## src/rtl/store_rmw_ctrl_pkg.sv

```systemverilog
// Shared types for the store read-modify-write controller: FSM state encoding
// and the line-width derivation used for port and register sizing.
package store_rmw_ctrl_pkg;

  typedef enum logic [1:0] {
    S_IDLE  = 2'd0,
    S_READ  = 2'd1,
    S_WAIT  = 2'd2,
    S_WRITE = 2'd3
  } state_t;

  function automatic int line_width(input int word_width, input int word_count);
    return word_width * word_count;
  endfunction

endpackage

```

## src/rtl/store_rmw_ctrl_data_former.sv

```systemverilog
// DataFormer merge stage: overlays the enabled bytes of one store word onto a
// full line; every byte outside the selected word passes through untouched.
module store_rmw_ctrl_data_former
  import store_rmw_ctrl_pkg::*;
#(
  parameter int WORD_WIDTH   = 32,
  parameter int WORD_COUNT   = 4,
  parameter int OFFSET_WIDTH = 4
) (
  input  logic [line_width(WORD_WIDTH, WORD_COUNT)-1:0] str,
  input  logic [WORD_WIDTH-1:0]                         wdata,
  input  logic [WORD_COUNT-1:0]                         bval,
  input  logic [OFFSET_WIDTH-1:0]                       offset,
  output logic [line_width(WORD_WIDTH, WORD_COUNT)-1:0] line_out
);

  localparam int SEL_W = OFFSET_WIDTH - 2;
  localparam int BYTES = WORD_WIDTH / 8;

  logic [SEL_W-1:0] word_sel;
  logic             unused_offset_bits;

  // Byte-within-word bits do not affect the merge; the word is always aligned.
  assign word_sel           = offset[OFFSET_WIDTH-1:2];
  assign unused_offset_bits = ^offset[1:0];

  genvar gi, gb;
  generate
    for (gi = 0; gi < WORD_COUNT; gi++) begin : g_word
      for (gb = 0; gb < BYTES; gb++) begin : g_byte
        localparam int LO = gi * WORD_WIDTH + gb * 8;
        assign line_out[LO +: 8] = ((word_sel == SEL_W'(gi)) && bval[gb])
                                   ? wdata[gb*8 +: 8] : str[LO +: 8];
      end
    end
  endgenerate

endmodule

```

## src/rtl/store_rmw_ctrl.sv

```systemverilog
// Read-modify-write controller for partial-word stores into a line-wide RAM,
// with a one-entry hold register that short-circuits back-to-back same-line stores.
module store_rmw_ctrl
  import store_rmw_ctrl_pkg::*;
#(
  parameter int WORD_WIDTH   = 32,
  parameter int WORD_COUNT   = 4,
  parameter int OFFSET_WIDTH = 4,
  parameter int INDEX_WIDTH  = 6
) (
  input  logic                                          clk,
  input  logic                                          rst,
  input  logic                                          req_valid,
  output logic                                          req_ready,
  input  logic [INDEX_WIDTH-1:0]                        req_index,
  input  logic [OFFSET_WIDTH-1:0]                       req_offset,
  input  logic [WORD_WIDTH-1:0]                         req_wdata,
  input  logic [WORD_COUNT-1:0]                         req_bval,
  input  logic                                          inv,
  output logic                                          ram_rd_en,
  output logic [INDEX_WIDTH-1:0]                        ram_rd_index,
  input  logic [line_width(WORD_WIDTH, WORD_COUNT)-1:0] ram_rd_data,
  output logic                                          ram_wr_en,
  output logic [INDEX_WIDTH-1:0]                        ram_wr_index,
  output logic [line_width(WORD_WIDTH, WORD_COUNT)-1:0] ram_wr_data,
  output logic                                          done
);

  localparam int LINE_W = line_width(WORD_WIDTH, WORD_COUNT);

  state_t                  state_reg, state_next;
  logic [INDEX_WIDTH-1:0]  index_reg;
  logic [OFFSET_WIDTH-1:0] offset_reg;
  logic [WORD_WIDTH-1:0]   wdata_reg;
  logic [WORD_COUNT-1:0]   bval_reg;
  logic [LINE_W-1:0]       base_line_reg;
  logic [LINE_W-1:0]       hold_line_reg;
  logic [INDEX_WIDTH-1:0]  hold_index_reg;
  logic                    hold_valid_reg;
  logic                    zero_done_reg;
  logic [LINE_W-1:0]       merged_line;
  logic                    accept;
  logic                    hold_hit;
  logic                    zero_bval;

  always_ff @(posedge clk) begin
    if (rst) state_reg <= S_IDLE;
    else     state_reg <= state_next;
  end

  always_comb begin
    accept     = req_valid && (state_reg == S_IDLE);
    zero_bval  = (req_bval == '0);
    // A concurrent invalidate may mean the held copy is already stale.
    hold_hit   = hold_valid_reg && (req_index == hold_index_reg) && !inv;
    state_next = state_reg;
    case (state_reg)
      S_IDLE:  if (accept && !zero_bval) state_next = hold_hit ? S_WRITE : S_READ;
      S_READ:  state_next = S_WAIT;
      S_WAIT:  state_next = S_WRITE;
      S_WRITE: state_next = S_IDLE;
      default: state_next = S_IDLE;
    endcase
  end

  always_ff @(posedge clk) begin
    if (rst) begin
      index_reg      <= '0;
      offset_reg     <= '0;
      wdata_reg      <= '0;
      bval_reg       <= '0;
      base_line_reg  <= '0;
      hold_line_reg  <= '0;
      hold_index_reg <= '0;
      hold_valid_reg <= 1'b0;
      zero_done_reg  <= 1'b0;
    end else begin
      zero_done_reg <= accept && zero_bval;
      if (accept) begin
        index_reg  <= req_index;
        offset_reg <= req_offset;
        wdata_reg  <= req_wdata;
        bval_reg   <= req_bval;
        if (hold_hit) base_line_reg <= hold_line_reg;
      end
      if (state_reg == S_WAIT) base_line_reg <= ram_rd_data;
      if (state_reg == S_WRITE) begin
        hold_line_reg  <= merged_line;
        hold_index_reg <= index_reg;
      end
      // Invalidate takes priority over the refill from a write in the same cycle.
      if (inv)                          hold_valid_reg <= 1'b0;
      else if (state_reg == S_WRITE)    hold_valid_reg <= 1'b1;
    end
  end

  store_rmw_ctrl_data_former #(
    .WORD_WIDTH  (WORD_WIDTH),
    .WORD_COUNT  (WORD_COUNT),
    .OFFSET_WIDTH(OFFSET_WIDTH)
  ) u_data_former (
    .str     (base_line_reg),
    .wdata   (wdata_reg),
    .bval    (bval_reg),
    .offset  (offset_reg),
    .line_out(merged_line)
  );

  assign req_ready    = (state_reg == S_IDLE);
  assign ram_rd_en    = (state_reg == S_READ);
  assign ram_rd_index = index_reg;
  assign ram_wr_en    = (state_reg == S_WRITE);
  assign ram_wr_index = index_reg;
  assign ram_wr_data  = merged_line;
  assign done         = (state_reg == S_WRITE) || zero_done_reg;

endmodule

```

## config.mk

```make
export PLATFORM = sky130hd
export DESIGN_NAME = store_rmw_ctrl
export DESIGN_NICKNAME = d
export VERILOG_FILES = /design/src/rtl/store_rmw_ctrl_pkg.sv /design/src/rtl/store_rmw_ctrl_data_former.sv /design/src/rtl/store_rmw_ctrl.sv
export SDC_FILE = /design/constraint.sdc
export NUM_CORES = 1
export LEC_CHECK = 0
export BUFFER_PORTS_ARGS = -buffer_cell sky130_fd_sc_hd__buf_4
export CORE_MARGIN = 10
export CORE_UTILIZATION = 28
export DETAILED_ROUTE_END_ITERATION = 8
export PLACE_DENSITY_LB_ADDON = 0.15
export SKIP_LAST_GASP = 1
export SYNTH_ARGS = -nofsm -noshare
export SYNTH_HDL_FRONTEND = slang
export SYNTH_SLANG_ARGS = --single-unit
```

## constraint.sdc

```tcl
create_clock -name clk -period 2.3 [get_ports clk]
set_clock_uncertainty 0.05 [all_clocks]
set_input_delay 0.23 -clock clk [delete_from_list [all_inputs] [get_ports clk]]
set_output_delay 0.23 -clock clk [all_outputs]
set_load 0.05 [all_outputs]
```

==> reports/metrics.yaml, run 1 <==
run_status: "complete, no violations"
final_setup_violating_endpoints: 0
cts.root.buffer_cell: "clkbuf_16"
stdcell_area_um2: 23800
net_count_after_synthesis: 1943
tightest_slew_ns: 1.07
die_height_um: 261
p_int_w: 0.0130
worstRegToRegCells: 7
first_global_vias: 15900
netlist_instances: 1760
start_util_pct: 28.2
synth_seq_area_share_pct: 38.2
timing.critical_path.required_ns: 2.02
most_common_cell_after_layout_fill_and_taps_aside: "buf_4"
finalCritPeriodShare_pct: 98.7
max_freq_mhz: 440
cts_tree: "done"
timing.setup.critical_path_class: "reg2out"
syn_to_final_growth_pct: 46.7
met3WireLength_um: 4020
worst-path-stages: 3
critPathBufInv: 1
detailed_place.area_um2: 19800
drv_slew: 0
postRouteWirelength_um: 72800
r2r_setup_slack_ns: 0.10
share_of_synthesized_area_spent_on_multiplexers_pct: 6.53
ys_ff_latch: 310
synth_top_family_by_area: "compound AO/OA/AOI/OAI gates"
die_area_um2: 68000
drc: 0
first_pass_grt_wire_length_um: 106000
dieWidth_um: 261
finalWeightedCongestion: 0.773
finalHoldViolCount: 0
path_cells: "nand3_1, nand2_1, buf_4"
clock_power_share_pct: 28.9
regToRegEndpoint: "base_line_reg[50]"
timing.critical_path.arrival_ns: 1.99
cts-buffers-inserted: 40
synthesis.area_per_instance_um2: 9.23
place_hpwl_um: 47800
clk_transition_reported_paths_ns: 0.06
holdCritPathClass: "in2reg"
clock_sink_count: 310
r2r_start: "state_reg[0]"
grt_antenna_before_repair: 6
io_pins: 322
count_of_buffers_from_port_buffering: 319
ys_types: 33
synth_compound_gate_area_share_pct: 23.9
netlist_area_um2: 16200
proportion_of_layout_cells_with_a_drive_suffix_above_1_pct: 38.2
drt-pass1-iter-count: 5
power.share.sequential_pct: 32.1
htree_levels: 2
power.leakage_nw: 9.03
synth_top_area_cell: "dfxtp_1"
vias: 15500
insertion_delay_ns: 0.57
top_layer_used: "met5"
critical-path-top-delay-family: "flip-flops"
synth_area_in_simple_gates_pct: 20.9
ctsLongestPathBuffers: 3
route.layer.met1.wl_um: 33100
synth_xor_xnor_area_share_pct: 0.324
final_period_minus_worst_setup_slack_ns: 2.27
power_density_nw_per_um2: 904
worst_setup_path_end_kind: "output port"
most-common-layout-cells: "buf_4 (356), dfxtp_1 (305), nand2_1 (204)"
timing.slew.headroom_pct: 28.9
crit_fanout: 4
worst_setup_path_startpoint: "wdata_reg[26]"
p_sw_w: 0.00853
synthAdderAreaFrac_pct: 0.385
cells_taking_the_most_area_after_synthesis: "dfxtp_1 (38%), a2111oi_2 (11%), nor4_2 (9.3%)"
grt.overflow.total: 0
setup_repair_after_global_routing_missed_its_margin: "true"
drt.antenna.violating_nets: 0
detail_route.vias_per_cell: 5.14
core-area_um2: 57600
detail_route.wl_per_cell_um: 24.2
power.share.combinational_pct: 39.1
cp_slowest_stage_delay_ns: 0.75
grt_max_degree: 129
fillerInstances: 5584
wl_met2_um: 33500
synthesis.yosys.warnings: 0
switching_portion_of_total_power_pct: 39.6
nets: 2402
dp_slack_ns: 0.137
cp_slowest_cell: "dfxtp_1"
endpoint: "ram_wr_data[90]"
num_rows: 88
peakVddDrop_mv: 0.465
timing.final.ws_setup_ns: 0.0298
post-synth-top-area-fraction_pct: 38.2
crit_path_start_kind: "flop"
number_of_max_cap_violations: 0
grt_usage_pct: 20.6
detailedRoute.firstIterationViolations: 1019
[cell type report]
| type | count | area [um2] | area share, % |
|---|---|---|---|
| Clock buffer | 58 | 1150 | 4.83 |
| Clock inverter | 11 | 105 | 0.441 |
| Timing Repair Buffer | 614 | 5760 | 24.2 |
| Antenna cell | 2 | 5.00 | 0.0210 |
| Tap cell | 765 | 957 | 4.02 |
| Sequential cell | 310 | 6220 | 26.1 |
| Multi-Input combinational cell | 1091 | 9030 | 37.9 |
| Inverter | 162 | 608 | 2.55 |
[power groups by stage]
| stage | registers [W] | logic (W) | clock network (W) |
|---|---|---|---|
| 2_1_floorplan | 0.00670 | 0.00511 | 0 |
| 3_3_place_gp | 0.00690 | 0.00760 | 0 |
| 3_5_place_dp | 0.00692 | 0.00769 | 0 |
| 4_1_cts | 0.00687 | 0.00812 | 0.00637 |
| 5_1_grt | 0.00699 | 0.00898 | 0.00656 |
| 6_report | 0.00691 | 0.00842 | 0.00622 |
[metrics by stage]
| step | setup TNS [ns] | power (W) | hold slack (ns) | utilization (%) | std cells |
|---|---|---|---|---|---|
| 6_report | 0 | 0.0215 | 0.124 | 41.4 | 3013 |
| 5_1_grt | -0.267 | 0.0225 | 0.158 | 41.4 | 3012 |
| 4_1_cts | -3.76 | 0.0214 | 0.132 | 40.2 | 2989 |
| 3_5_place_dp | 0 | 0.0146 | 0.367 | 34.5 | 2744 |
| 3_3_place_gp | 0 | 0.0145 | 0.358 | 34.5 | 2744 |
| 2_1_floorplan | 0 | 0.0118 | 0.259 | - | 1760 |
[metal layers]
layer	GRT usage, %	vias to the layer above
met5	0	-
met4	7.02	4
met3	4.10	87
met2	32.8	420
met1	27.4	7652
li1	-	7333
[Yosys cell counts]
library cell  count
buf_2            51
nor4_1            8
dfxtp_1         310
a311oi_1         65
or4_4             1
a21oi_1          44
inv_1           162
a2111oi_0         8
ha_1              5
a2111oi_2       120
a211oi_1        161
buf_8            11
nor2b_1           3
xnor2_1           3
or2_2             1
buf_1            17
nand2b_1          1
nor3_1            3
mux2_2           32
nand4_1           1
buf_6             2
and2_1            5
xor2_1            3
nand3_1          69
and4_1            1
a21bo_2           1
buf_4            10
nor4_2          121
mux2i_1          70
nor2_1          139
or4_1             1
nand2_1         225
clkbuf_1        106
[worst reg2reg max path, stage by stage, from the launching register on]
cell	delay [ns]
dfxtp_1	0.36
inv_1	0.10
ha_2	0.23
nand2_2	0.09
or4_4	0.53
buf_12	0.22
nor4_2	0.44
a2111oi_2	0.06
[cell families after synthesis]
| kind of cell | Yosys count |
|---|---|
| AO/OA/AOI/OAI | 399 |
| XOR/XNOR | 6 |
| adder cells (fa/ha/maj) | 5 |
| buffers and inverters | 359 |
| flip-flops | 310 |
| multiplexers | 102 |
| AND/OR/NAND/NOR | 579 |
[how the worst min path moves through the flow]
stage | from | endpoint | slack, ns | cells after the start
3_3_place_gp | inv | hold_valid_reg | 0.36 | 2
3_5_place_dp | inv | hold_valid_reg | 0.37 | 2
2_1_floorplan | inv | hold_valid_reg | 0.26 | 1
6_report | rst | hold_line_reg[120] | 0.12 | 2
4_1_cts | rst | hold_line_reg[114] | 0.13 | 2
5_1_grt | rst | hold_line_reg[124] | 0.16 | 2
[what timing repair did]
item,CTS,global route
setup buffers,2,19
resized for setup,69,100
pin swaps,2,9
endpoints found under the hold margin,175,0
cloned,0,3
hold buffers,174,0
setup endpoints to repair,113,100
Note: power is estimated with default switching activity, not from simulation.
==> run 2: changes to the inputs <==
Settings changed: CTS_BUF_LIST set to sky130_fd_sc_hd__clkbuf_16, TNS_END_PERCENT set to 100.
==> run 2 against run 1 <==
Net effect:
- die area stayed put
- sequential cell count unchanged
- hold slack got worse by 0.0028 ns
- final area decreased by 0.59%
- fmax decreased by 0.69%
- final cell count barely moved
- combinational power down 0.6%
- sequential power hardly changed
- via count is essentially flat
- non-clock buffer count down 2
- clock-buffer cell count shrank 17
- register-to-register slack gained 0.02 ns
- largest power group unchanged
==> reports/metrics.yaml, run 2 (synthesis gave the netlist of run 1 again) <==
power.leakage_nw: 9.03
insertion_delay_ns: 0.57
first_global_vias: 16000
final.setup.tns_ns: 0
grt.overflow.total: 0
num_rows: 88
vias: 15500
core-area_um2: 57600
holdCritPathClass: "in2reg"
fillerInstances: 5607
tightest_slew_ns: 1.07
max_freq_mhz: 437
hold-worst-slack_ns: 0.121
power_density_nw_per_um2: 897
stdcell_area_um2: 23700
setup_repair_after_global_routing_missed_its_margin: "true"
cts-buffers-inserted: 40
crit_fanout: 4
timing.slew.headroom_pct: 28.8
detail_route.vias_per_cell: 5.15
die_height_um: 261
detailed_place.area_um2: 19800
peakVddDrop_mv: 0.463
grt_max_degree: 129
finalHoldViolCount: 0
count_of_buffers_from_port_buffering: 319
timing.critical_path.arrival_ns: 2.01
finalWeightedCongestion: 0.773
clk_transition_reported_paths_ns: 0.05
most-common-layout-cells: "buf_4 (357), dfxtp_1 (305), nand2_1 (205)"
postRouteWirelength_um: 72700
ctsLongestPathBuffers: 3
timing.setup.critical_path_class: "reg2out"
crit_path_start_kind: "flop"
final_period_minus_worst_setup_slack_ns: 2.29
drt.antenna.violating_nets: 0
drv_slew: 0
detailedRoute.firstIterationViolations: 1048
first_pass_grt_wire_length_um: 106000
htree_levels: 2
place_hpwl_um: 47800
grt_usage_pct: 20.6
cts_tree: "done"
io_pins: 322
finalCritPeriodShare_pct: 99.4
drc: 0
drt-pass1-iter-count: 5
detail_route.wl_per_cell_um: 24.1
syn_to_final_growth_pct: 45.9
cts.root.buffer_cell: "clkbuf_16"
nets: 2400
run_status: "complete, no violations"
proportion_of_layout_cells_with_a_drive_suffix_above_1_pct: 37.6
grt_antenna_before_repair: 6
number_of_max_cap_violations: 0
final_util_pct: 41.1
worst_setup_path_end_kind: "output port"
dieWidth_um: 261
clock_sink_count: 310
timing.critical_path.required_ns: 2.02
start_util_pct: 28.2
die_area_um2: 68000
most_common_cell_after_layout_fill_and_taps_aside: "buf_4"
final_setup_violating_endpoints: 0
run 2: cell types whose count changed in the layout (fill, tap and decap cells not counted), sizes merged:
cell	before	now
inv	162	173
buf	437	435
clkbuf	61	44
clkinv	9	15
run 2: critical path: stages (launching register included):
cell,delay [ns]
dfxtp_1,0.76
nand3_1,0.30
nand2_1,0.17
buf_4,0.21
run 2: area by class of cell:
class	instances	area, um2	share of cell area (%)
tap	765	957	4.04
timing repair buffer	612	5730	24.2
clock buffer	41	1030	4.33
clock inverter	28	169	0.713
multi-input combinational	1091	8970	37.9
inverter	162	608	2.57
antenna	2	5.00	0.0211
sequential	310	6220	26.3
run 2: where the power goes:
group / leakage, nW / switching [W] / internal, W
Combinational: 5.86 / 0.00524 / 0.00313
Sequential: 2.53 / 0.000724 / 0.00618
Clock: 0.637 / 0.00254 / 0.00343
Total: 9.03 / 0.00851 / 0.0127
run 2: stage by stage:
stage	setup slack, ns	total power, W	cells
2_1_floorplan	0.0334	0.0118	1760
3_3_place_gp	0.230	0.0145	2744
3_5_place_dp	0.137	0.0146	2744
4_1_cts	-0.101	0.0211	2989
5_1_grt	-0.0540	0.0222	3010
6_report	0.0139	0.0212	3011
run 2: repair_timing:
item	in CTS	in global routing
cloned	0	3
hold buffers	174	0
hold endpoints to repair	175	0
setup endpoints to repair	113	100
pin swaps	2	7
setup buffers	2	17
resized for setup	69	87
run 2: path summary, 6_finish.rpt:
path / from / end / slack, ns / cells past startpoint
hold / removal: rst / hold_line_reg[122] / 0.12 / 2
setup reg to reg: state_reg[0] / base_line_reg[50] / 0.12 / 7
hold reg to reg: hold_line_reg[51] / hold_line_reg[51] / 0.44 / 2
setup / recovery: wdata_reg[26] / ram_wr_data[90] / 0.01 / 3
run 2: metal layers:
| metal | global-route usage, % | routed length [um] | vias to the layer above |
|---|---|---|---|
| met5 | 0 | 14 | - |
| met1 | 27.4 | 32900 | 7655 |
| met2 | 32.8 | 33400 | 429 |
| met3 | 4.12 | 4190 | 91 |
| met4 | 6.83 | 2100 | 4 |
| li1 | - | - | 7330 |
==> run 3: changes to the inputs <==
Settings changed: ABC_AREA set to 1, CORE_UTILIZATION 28 to 30, SYNTH_HIERARCHICAL set to 1.
==> run 3 against run 2 <==
Net effect:
- wire length down 7.8%
- via count up 6.1%
- clock power decreased by 2%
- synthesized cell count increased by 32%
- critical path depth is 2 higher
- first-iteration DRC count increased by 22%
- sequential power grew 16%
- final cell count rose by 14%
- largest power group unchanged
==> reports/metrics.yaml, run 3 <==
peakVddDrop_mv: 0.646
crit_path_start_kind: "flop"
timing.final.ws_setup_ns: 0.0558
grt_max_degree: 116
crit_fanout: 26
run_status: "complete, no violations"
drc: 0
detailed_place.area_um2: 18000
fillerInstances: 5256
holdCritPathClass: "in2reg"
timing.setup.critical_path_class: "reg2out"
net_count_after_synthesis: 2502
most_common_cell_after_layout_fill_and_taps_aside: "nand2_1"
most-common-layout-cells: "nand2_1 (797), nor2_1 (473), buf_4 (354)"
netlist_instances: 2319
count_of_buffers_from_port_buffering: 319
clk_transition_reported_paths_ns: 0.06
r2r_start: "state_reg[0]"
cts_tree: "done"
stdcell_area_um2: 21000
timing.critical_path.arrival_ns: 1.96
critical-path-top-delay-family: "buffers and inverters"
drt-pass1-iter-count: 5
first_global_vias: 16300
timing.slew.headroom_pct: 48.4
power_density_nw_per_um2: 1230
critPathBufInv: 3
setup_repair_after_global_routing_missed_its_margin: "true"
drt.antenna.violating_nets: 0
cp_slowest_cell: "dfxtp_4"
num_rows: 82
proportion_of_layout_cells_with_a_drive_suffix_above_1_pct: 17.5
core-area_um2: 49900
clock_sink_count: 310
start_util_pct: 30.2
insertion_delay_ns: 0.56
ctsLongestPathBuffers: 3
final_setup_violating_endpoints: 0
number_of_max_cap_violations: 0
die_area_um2: 59600
worst_setup_path_startpoint: "offset_reg[2]"
cp_slowest_stage_delay_ns: 0.41
worstRegToRegCells: 9
nets: 2900
detail_route.vias_per_cell: 4.81
htree_levels: 2
detailedRoute.firstIterationViolations: 1280
power.leakage_nw: 10.3
place_hpwl_um: 44800
final_period_minus_worst_setup_slack_ns: 2.24
hold_path.startpoint: "ram_rd_data[31]"
postRouteWirelength_um: 67000
finalCritPeriodShare_pct: 97.6
grt_usage_pct: 21.6
io_pins: 322
grt.overflow.total: 0
synthesis.area_per_instance_um2: 6.50
detail_route.wl_per_cell_um: 19.6
cts-buffers-inserted: 39
dieWidth_um: 244
worst-path-stages: 5
dp_slack_ns: 0.152
worst_setup_path_end_kind: "output port"
timing.critical_path.required_ns: 2.02
tightest_slew_ns: 0.773
first_pass_grt_wire_length_um: 101000
cts.root.buffer_cell: "clkbuf_16"
grt_antenna_before_repair: 2
max_freq_mhz: 446
syn_to_final_growth_pct: 39.5
vias: 16500
die_height_um: 244
netlist_area_um2: 15100
timing.critical_path.mode_cell: "buf_4"
drv_slew: 0
finalWeightedCongestion: 0.803
min_path_cells: 5
finalHoldViolCount: 0
synthesis.yosys.warnings: 6
path_cells: "inv_4, buf_4, nand4_1, nand2_1, buf_4"
-- run 3: final timing paths --
path,slack [ns],end
worst max register to register,0.12,base_line_reg[85]
worst min-delay path,0.02,base_line_reg[31]
worst max-delay path,0.06,ram_wr_data[66]
worst min register to register,0.42,hold_index_reg[5]
-- run 3: layout make-up --
cell class / count / area (um2) / share of cell area (%)
flip-flops and latches: 310 / 6210 / 29.6
clock inverters: 28 / 173 / 0.822
diodes: 1 / 2.50 / 0.0119
inverters: 29 / 131 / 0.625
clock buffers: 41 / 1030 / 4.88
repair buffers: 532 / 4690 / 22.3
well taps: 672 / 841 / 4.00
multi-input cells: 1805 / 7940 / 37.8
-- run 3: power by group --
group / switching (W) / internal [W]
clock network: 0.00246 / 0.00342
registers: 0.00128 / 0.00672
logic: 0.00825 / 0.00377
total: 0.0120 / 0.0139
-- run 3: worst register-to-register path: stages (launching register included) --
cell and delay [ns]:
dfxtp_1 0.43, inv_1 0.15, ha_1 0.27, nand2_1 0.09, clkinv_1 0.16, nand4_4 0.16
buf_12 0.24, buf_4 0.30, nand3_1 0.11, a21oi_1 0.15
-- run 3: layer usage --
layer,track usage [%],share of wire [%],vias to the layer above
li1,-,-,8215
met1,28.8,46,7664
met2,35.4,46,486
met3,3.75,5.1,83
met4,6.06,2.5,2
met5,0,0.015,-
-- run 3: per-stage QoR --
stage	hold WS (ns)	power (W)	cells	TNS (ns)	util, %
floorplan	0.259	0.0155	2319	0	-
global placement	0.364	0.0195	3183	0	36.2
detailed placement	0.372	0.0197	3183	0	36.2
CTS	0.000895	0.0259	3406	-2.44	41.8
global route	0.0275	0.0275	3418	-0.362	42.1
finish	0.0207	0.0259	3418	0	42.1
-- run 3: repair_timing --
item	in CTS	in global routing
setup buffers	3	9
gates cloned	1	2
endpoints found under the setup margin	128	100
hold endpoints to repair	152	0
hold buffers	150	0
pin swaps	1	2
resized for setup	12	11
